**src/rtl/uart_tx_scheduler.sv**
```systemverilog
// -----------------------------------------------------------------------------
// uart_tx_scheduler
//
// Shares one UART byte transmitter between NUM_REQ byte producers. Each
// producer owns a 1-deep holding register behind a valid/ready handshake.
// Full registers are served round-robin. Each payload byte can be preceded by
// a tag byte {4'hA, 2'b00, id} that names its source.
//
// The transmitter has no busy output, so it is paced open-loop. Each byte
// occupies a fixed slot of SLOT_BITS bit periods. tx_transmit is high for the
// first bit period of the slot, and tx_data is held for the whole slot.
//
// Parameters
//   NUM_REQ    number of requesters (2..4)
//   BAUD_DIV   bit-period terminal count; one bit period = BAUD_DIV+1 clocks
//   SLOT_BITS  bit periods reserved per byte (frame + guard)
//   TAG_EN     1: send a tag byte before every payload byte
//
// Ports
//   clk          system clock
//   reset        asynchronous, active-low reset
//   req_valid    per-requester byte valid
//   req_data     per-requester byte, requester i on [8i+7:8i]
//   req_ready    holding register i empty (handshake on valid&ready)
//   tx_transmit  transmitter transmit strobe (one bit period per byte)
//   tx_data      transmitter data, stable for the whole slot
//   busy         scheduler not idle
//   grant_id     requester currently being served
// -----------------------------------------------------------------------------
module uart_tx_scheduler #(
    parameter int NUM_REQ   = 2,
    parameter int BAUD_DIV  = 10415,
    parameter int SLOT_BITS = 12,
    parameter bit TAG_EN    = 1'b1
) (
    input  logic                 clk,
    input  logic                 reset,
    input  logic [NUM_REQ-1:0]   req_valid,
    input  logic [8*NUM_REQ-1:0] req_data,
    output logic [NUM_REQ-1:0]   req_ready,
    output logic                 tx_transmit,
    output logic [7:0]           tx_data,
    output logic                 busy,
    output logic [1:0]           grant_id
);

    // Slot length in clocks and the counter width needed to reach its last
    // count.
    localparam int SLOT_LEN = SLOT_BITS * (BAUD_DIV + 1);
    localparam int CNT_W    = (SLOT_LEN > 1) ? $clog2(SLOT_LEN) : 1;

    localparam logic [CNT_W-1:0] SLOT_LAST = CNT_W'(SLOT_LEN - 1);
    localparam logic [CNT_W-1:0] BAUD_LAST = CNT_W'(BAUD_DIV);
    localparam logic [1:0]       LAST_ID   = 2'(NUM_REQ - 1);

    typedef enum logic [1:0] {
        S_IDLE,
        S_ARB,
        S_TAG,
        S_DATA
    } state_e;

    // Registered state
    state_e             state_q;
    logic [CNT_W-1:0]   cnt_q;
    logic [1:0]         ptr_q;
    logic [1:0]         grant_q;
    logic [NUM_REQ-1:0] full_q;
    logic [7:0]         hold_q [NUM_REQ];
    logic               tx_transmit_q;
    logic [7:0]         tx_data_q;
    logic               busy_q;

    // Combinational helpers
    logic [NUM_REQ-1:0] full_d;
    logic [NUM_REQ-1:0] grant_mask;
    logic [7:0]         grant_byte;
    logic               others_full;
    logic               slot_end;
    logic [1:0]         fwd_pick;
    logic               fwd_found;
    logic [1:0]         wrap_pick;
    logic [1:0]         pick;
    logic [7:0]         pick_byte;
    logic [1:0]         ptr_d;

    assign req_ready   = ~full_q;
    assign tx_transmit = tx_transmit_q;
    assign tx_data     = tx_data_q;
    assign busy        = busy_q;
    assign grant_id    = grant_q;

    // Holding-register occupancy. A capture and a clear never hit the same
    // bit, because a full register is not ready.
    always_comb begin
        // NOTE: every signal gets a default before any conditional update.
        // A path that leaves a signal unassigned in always_comb infers a latch.
        grant_mask = '0;
        grant_byte = 8'h00;
        for (int j = 0; j < NUM_REQ; j++) begin
            if (2'(j) == grant_q) begin
                grant_mask[j] = 1'b1;
                grant_byte    = hold_q[j];
            end
        end

        slot_end    = (cnt_q == SLOT_LAST);
        others_full = |(full_q & ~grant_mask);

        full_d = full_q | (req_valid & ~full_q);
        if (state_q == S_DATA && slot_end) begin
            full_d = full_d & ~grant_mask;
        end
    end

    // Round-robin pick. The first full requester at or above the pointer
    // wins. If there is none, the lowest full requester wins, which is the
    // wrap-around case. Scanning downward lets the last hit (lowest index)
    // stand.
    always_comb begin
        fwd_pick  = 2'd0;
        fwd_found = 1'b0;
        wrap_pick = 2'd0;
        for (int j = NUM_REQ - 1; j >= 0; j--) begin
            if (full_q[j]) begin
                wrap_pick = 2'(j);
            end
            if (full_q[j] && (2'(j) >= ptr_q)) begin
                fwd_pick  = 2'(j);
                fwd_found = 1'b1;
            end
        end
        pick = fwd_found ? fwd_pick : wrap_pick;

        pick_byte = 8'h00;
        for (int j = 0; j < NUM_REQ; j++) begin
            if (2'(j) == pick) begin
                pick_byte = hold_q[j];
            end
        end

        ptr_d = (pick == LAST_ID) ? 2'd0 : pick + 2'd1;
    end

    // Holding bytes are pure datapath. They are only read once full_q says
    // they are valid.
    // NOTE: storage that is qualified by a separate valid flag is left out of
    // reset. Only the control state needs a known value after reset.
    always_ff @(posedge clk) begin
        for (int j = 0; j < NUM_REQ; j++) begin
            if (req_valid[j] && !full_q[j]) begin
                hold_q[j] <= req_data[8*j +: 8];
            end
        end
    end

    // Scheduler FSM with registered outputs.
    always_ff @(posedge clk or negedge reset) begin
        if (!reset) begin
            state_q       <= S_IDLE;
            cnt_q         <= '0;
            ptr_q         <= 2'd0;
            grant_q       <= 2'd0;
            full_q        <= '0;
            tx_transmit_q <= 1'b0;
            tx_data_q     <= 8'h00;
            busy_q        <= 1'b0;
        end else begin
            // NOTE: sequential state uses non-blocking assignments. Every
            // register then samples pre-edge values, whatever the statement
            // order.
            full_q <= full_d;

            case (state_q)
                S_IDLE: begin
                    if (|full_q) begin
                        state_q <= S_ARB;
                        busy_q  <= 1'b1;
                    end
                end

                S_ARB: begin
                    grant_q       <= pick;
                    ptr_q         <= ptr_d;
                    cnt_q         <= '0;
                    tx_transmit_q <= 1'b1;
                    if (TAG_EN) begin
                        state_q   <= S_TAG;
                        tx_data_q <= {4'hA, 2'b00, pick};
                    end else begin
                        state_q   <= S_DATA;
                        tx_data_q <= pick_byte;
                    end
                end

                S_TAG, S_DATA: begin
                    if (!slot_end) begin
                        cnt_q <= cnt_q + 1'b1;
                        // Strobe covers counts 0..BAUD_DIV, one bit period.
                        tx_transmit_q <= (cnt_q < BAUD_LAST);
                    end else if (state_q == S_TAG) begin
                        state_q       <= S_DATA;
                        cnt_q         <= '0;
                        tx_transmit_q <= 1'b1;
                        tx_data_q     <= grant_byte;
                    end else begin
                        tx_transmit_q <= 1'b0;
                        if (others_full) begin
                            state_q <= S_ARB;
                        end else begin
                            state_q <= S_IDLE;
                            busy_q  <= 1'b0;
                        end
                    end
                end

                default: begin
                    state_q <= S_IDLE;
                    busy_q  <= 1'b0;
                end
            endcase
        end
    end

endmodule

```
**config.mk**
```make
export PLATFORM = sky130hd
export DESIGN_NAME = uart_tx_scheduler
export DESIGN_NICKNAME = d
export VERILOG_FILES = /design/src/rtl/uart_tx_scheduler.sv
export SDC_FILE = /design/constraint.sdc
export NUM_CORES = 1
export LEC_CHECK = 0
export CAP_MARGIN = 20
export CORE_ASPECT_RATIO = 0.6
export CORE_UTILIZATION = 48
export DETAILED_ROUTE_END_ITERATION = 7
export DONT_BUFFER_PORTS = 1
export PLACE_DENSITY = 0.65
export SYNTH_ARGS = -nofsm -noshare
export SYNTH_HDL_FRONTEND = slang
export SYNTH_SLANG_ARGS = --single-unit
```
**constraint.sdc**
```tcl
create_clock -name clk -period 4 [get_ports clk]
set_clock_uncertainty 0.2 [all_clocks]
set_input_delay 0.4 -clock clk [delete_from_list [all_inputs] [get_ports clk]]
set_output_delay 0.4 -clock clk [all_outputs]
set_load 0.03 [all_outputs]
```
==> results.md <==
- The tool flagged a number of max-cap violations equal to 0.
- After layout, the worst setup slack is 1.58 ns.
- The overall track demand over capacity in global routing is 0.214.
- The via count of the first global-routing pass is 1687.
- The maximum number of pins on one net before global-route repair is 34.
- The count of final hold-check violations came to 0.
- The count of routing violations after the opening detailed-route iteration is 137.
- The count of nets left with antenna violations once routing finished came out at 0.
- The worst hold path belongs to the class in -> reg.
- The number of enable-type register cells in the synthesized netlist is 16.
- Setup violations remaining at the end of the flow were counted as 0.
- The worst setup path is launched from a flop.
- The share of synthesized flip-flops with an asynchronous set or reset is 0.673.
- The area of the placeable core is 0.00471 mm2.
- Summed over all layers, the routed wires come to 5170 um.
- The detailed-router iteration count before antenna repair is 4.
- The via-per-instance ratio is 5.64.
- The final-stage net count is 271.
- The via count is 1742.
- Once the clock tree was built, the setup fixing pass inserted 0 buffers.
- The initial utilization of the core area, before any placement, comes to 0.513.
- The clock tree from TritonCTS is built.
- No sink is reached through more buffers than the 2 on the longest clock path.
- Traced cell by cell, the critical path runs through or4b_4 -> nor4_4 -> a21oi_1 -> nor2_2 -> mux2_2.
- The flow ran to the end, and the final reports show no timing, DRC or antenna violations.
- The data required time at the worst endpoint is 3.99 ns.
- Of the cells placed in the final design, the portion with a size suffix greater than 1 is 0.118.
- The initial antenna violation count is 0.
- Summed over all layers, the global routing overflow is 0.
- Power spread over the standard cell area amounts to 566 mW/mm2.
- In the finished design, the share of the clock period the worst path needs comes to 0.605.
- Internal power comes to 0.931 mW.
- The site row count is 19.
- The post-CTS resize count is 0.
- Of the total synthesized cell area, the portion taken by full adders, half adders and majority gates is 0.0311.
- The synthesized design contains 49 register bits.
- The simple-gate portion of the synthesized area is 0.224.
- For this run, the register share of the synthesized area comes to 0.541.
- The sequential fraction of design power is 0.473.
- The netlist uses 43 different library cells.
- The worst-path maximum fanout is 8.
- The critical path in this run is classified as reg -> reg.
- Final hold analysis gives a worst-case slack of 0.0264 ns.
- The endpoint type of the worst setup path is a flop.
- The largest incremental delay on the critical path is 0.56 ns.
- Counting the buffers created by CTS gives 5.
- The final RePlAce weighted congestion is 0.804.
- After detailed routing, the average wire length per cell comes to 16.7 um.
- The achievable clock frequency is 0.413 GHz.
- The setup TNS is 0 ns.
- The proportion of power drawn by the clock network is 0.194.
- The first global-routing pass estimated 8430 um of wire.
- Clock-pin slew was measured on the worst setup and hold paths at 0.09 ns.
- The top-level port count is 34.
- The final critical delay including setup and external delays is 2.42 ns.
- Setup repair after global routing left no endpoint under its margin.
- The die is 57.0 um tall.
- The dominant combinational cell family by area after synthesis is simple AND/OR/NAND/NOR gates.
- The core occupancy in the finished layout is 0.583.
- The leakage component of the power is 1.11 nW.
- The post-DP HPWL is 3450 um.
- The total number of yosys warnings is 0.
- The post-synthesis compound-gate area fraction was 0.0849.
- For the worst-skew pair, the clock arrives at the later sink with an insertion delay of 0.30 ns.
- The total nets after synthesis is 251.
- The synthesis-to-layout area growth is 13.6%.
- Measured against its own limit, the worst slew margin works out to 0.428.
- The count of unresolved DRC violations after routing is 0.
- The standard cell with the maximum stage delay on the critical path is or4b_4.
- The die span in x is 93.6 um.
- The max-slew violation total from the final report is 0.
- In the synthesized netlist the dominant register cell turns out to be dfrtp_1.
- The data arrival time of the critical path is 2.41 ns.
- Of the total power, the share spent switching nets is 0.401.
- The clock tree root driver cell is clkbuf_8.
- The slew at the pin closest to its max-slew limit is 0.858 ns.
- The share of the synthesized netlist area taken by xor and xnor gates is 0.
- The combinational cell fraction of total power is 0.334.
- The number of antenna diodes in the final layout is 0.
- The synthesized area divided by synthesized cell count is 10.7 um2.
- The gate count of the mapped netlist is 225.
- The number of port buffers is 0.
- The area of the die is 0.00533 mm2.
- Summed over all nets, the switching power comes to 0.622 mW.
- Overall power consumption after layout is estimated at 1.55 mW.
- The peak supply drop is 0.000321 V.
- CTS built an H-tree with a depth of 2.
- At the placement stage, the worst setup path has a slack of 1.62 ns.
- The post-synthesis instance area is 0.00242 mm2.
- Measured against the total synthesized area, the mux share comes to 0.0875.
- The clock sink total is 49.
==> worst paths after layout <==
| path | slack [ns] | endpoint | from | cells after the start |
|---|---|---|---|---|
| max reg2reg | 1.58 | state_q[1] | cnt_q[8] | 5 |
| max in group asynchronous | 3.08 | cnt_q[8] | reset | 2 |
| min reg2reg | 0.31 | ptr_q[0] | ptr_q[0] | 1 |
| min | 0.03 | full_q[1] | req_valid[1] | 1 |
| max | 1.58 | state_q[1] | cnt_q[8] | 5 |
| min in group asynchronous | 0.34 | tx_data[5] | reset | 2 |
==> cells in the final DEF, fill, tap and decap left out, types with 2 or more instances in the layout <==
| master | count |
|---|---|
| a21oi_1 | 3 |
| dlygate4sd3_1 | 17 |
| nor2_1 | 19 |
| and3_1 | 4 |
| buf_4 | 2 |
| or2_2 | 2 |
| ha_1 | 6 |
| nor3_1 | 3 |
| or3_1 | 11 |
| edfxtp_1 | 16 |
| dfrtp_1 | 33 |
| inv_1 | 7 |
| nor2b_1 | 3 |
| mux2_2 | 9 |
| o21a_1 | 2 |
| o22a_1 | 2 |
| nand2b_1 | 2 |
| nand2_1 | 26 |
| o21ai_0 | 13 |
| nand3_1 | 25 |
| clkbuf_8 | 5 |
| mux2i_1 | 11 |
| nand4_1 | 3 |
==> power groups by stage <==
stage | clock, mW | sequential, mW | combinational, mW
floorplan | 0 | 0.704 | 0.418
global placement | 0 | 0.742 | 0.486
detailed placement | 0 | 0.743 | 0.489
CTS | 0.309 | 0.734 | 0.513
global route | 0.330 | 0.745 | 0.565
finish | 0.301 | 0.734 | 0.518
==> critical path, delay by kind of cell (launching register included) <==
family	cells	cell delay, ns
AO/OA/AOI/OAI	1	0.21
flip-flops	1	0.47
multiplexers	1	0.34
AND/OR/NAND/NOR	3	1.09
==> cells in the mapped netlist (2+ instances only) <==
master	number	area [um2]
mux2i_1	11	110
nor2_1	19	71.3
inv_1	7	26.3
or2_2	2	12.5
nand2b_1	2	12.5
ha_1	6	75.1
buf_4	3	22.5
or3_1	11	68.8
nand2_1	26	97.6
o22a_1	2	17.5
nand3_1	25	125
a21oi_1	3	15.0
mux2_2	9	101
and3_1	4	25.0
edfxtp_1	16	480
o21a_1	2	15.0
dfrtp_1	33	826
o21ai_0	13	65.1
nor3_1	3	15.0
nor2b_1	3	18.8
nand4_1	3	18.8
==> stage by stage <==
stage	cell area, um2	std cells
5_1_grt	2740	309
6_report	2740	309
4_1_cts	2740	309
3_3_place_gp	2460	283
3_5_place_dp	2460	283
2_1_floorplan	2420	225
==> kinds of logic after synthesis <==
logic type      after synthesis
flops                        49
compound gates               30
fa+ha+maj                     6
other cells                   1
mux                          20
simple gates                105
buf+inv                      14
==> flip-flops by register name, indices dropped and copies added, names as in the netlist <==
register,flops
busy,1
tx_transmit,1
tx_data,8
ptr_q,1
grant_id,1
cnt_q,17
state_q,2
full_q,2
hold_q,16
==> what timing repair did <==
action                                  4_1_cts  5_1_grt
hold buffers                                 18        0
endpoints found under the setup margin        0        0
endpoints found under the hold margin        49        0
==> routing by layer <==
metal	GRT usage	vias up	wire length [um]
li1	-	848	-
met1	0.328	824	2590
met2	0.300	65	2140
met3	0.0640	5	418
met4	0.0462	0	28
met5	0	-	0
==> cell type report <==
type                    instances  area (um2)
fillers                       392        1960
flip-flops and latches         49        1310
multi-input cells             162        1040
repair buffers                 20         205
well taps                      63        78.8
clock buffers                   5        68.8
inverters                       7        26.3
clock inverters                 3        21.3
Power figures use the tool's default switching activity.
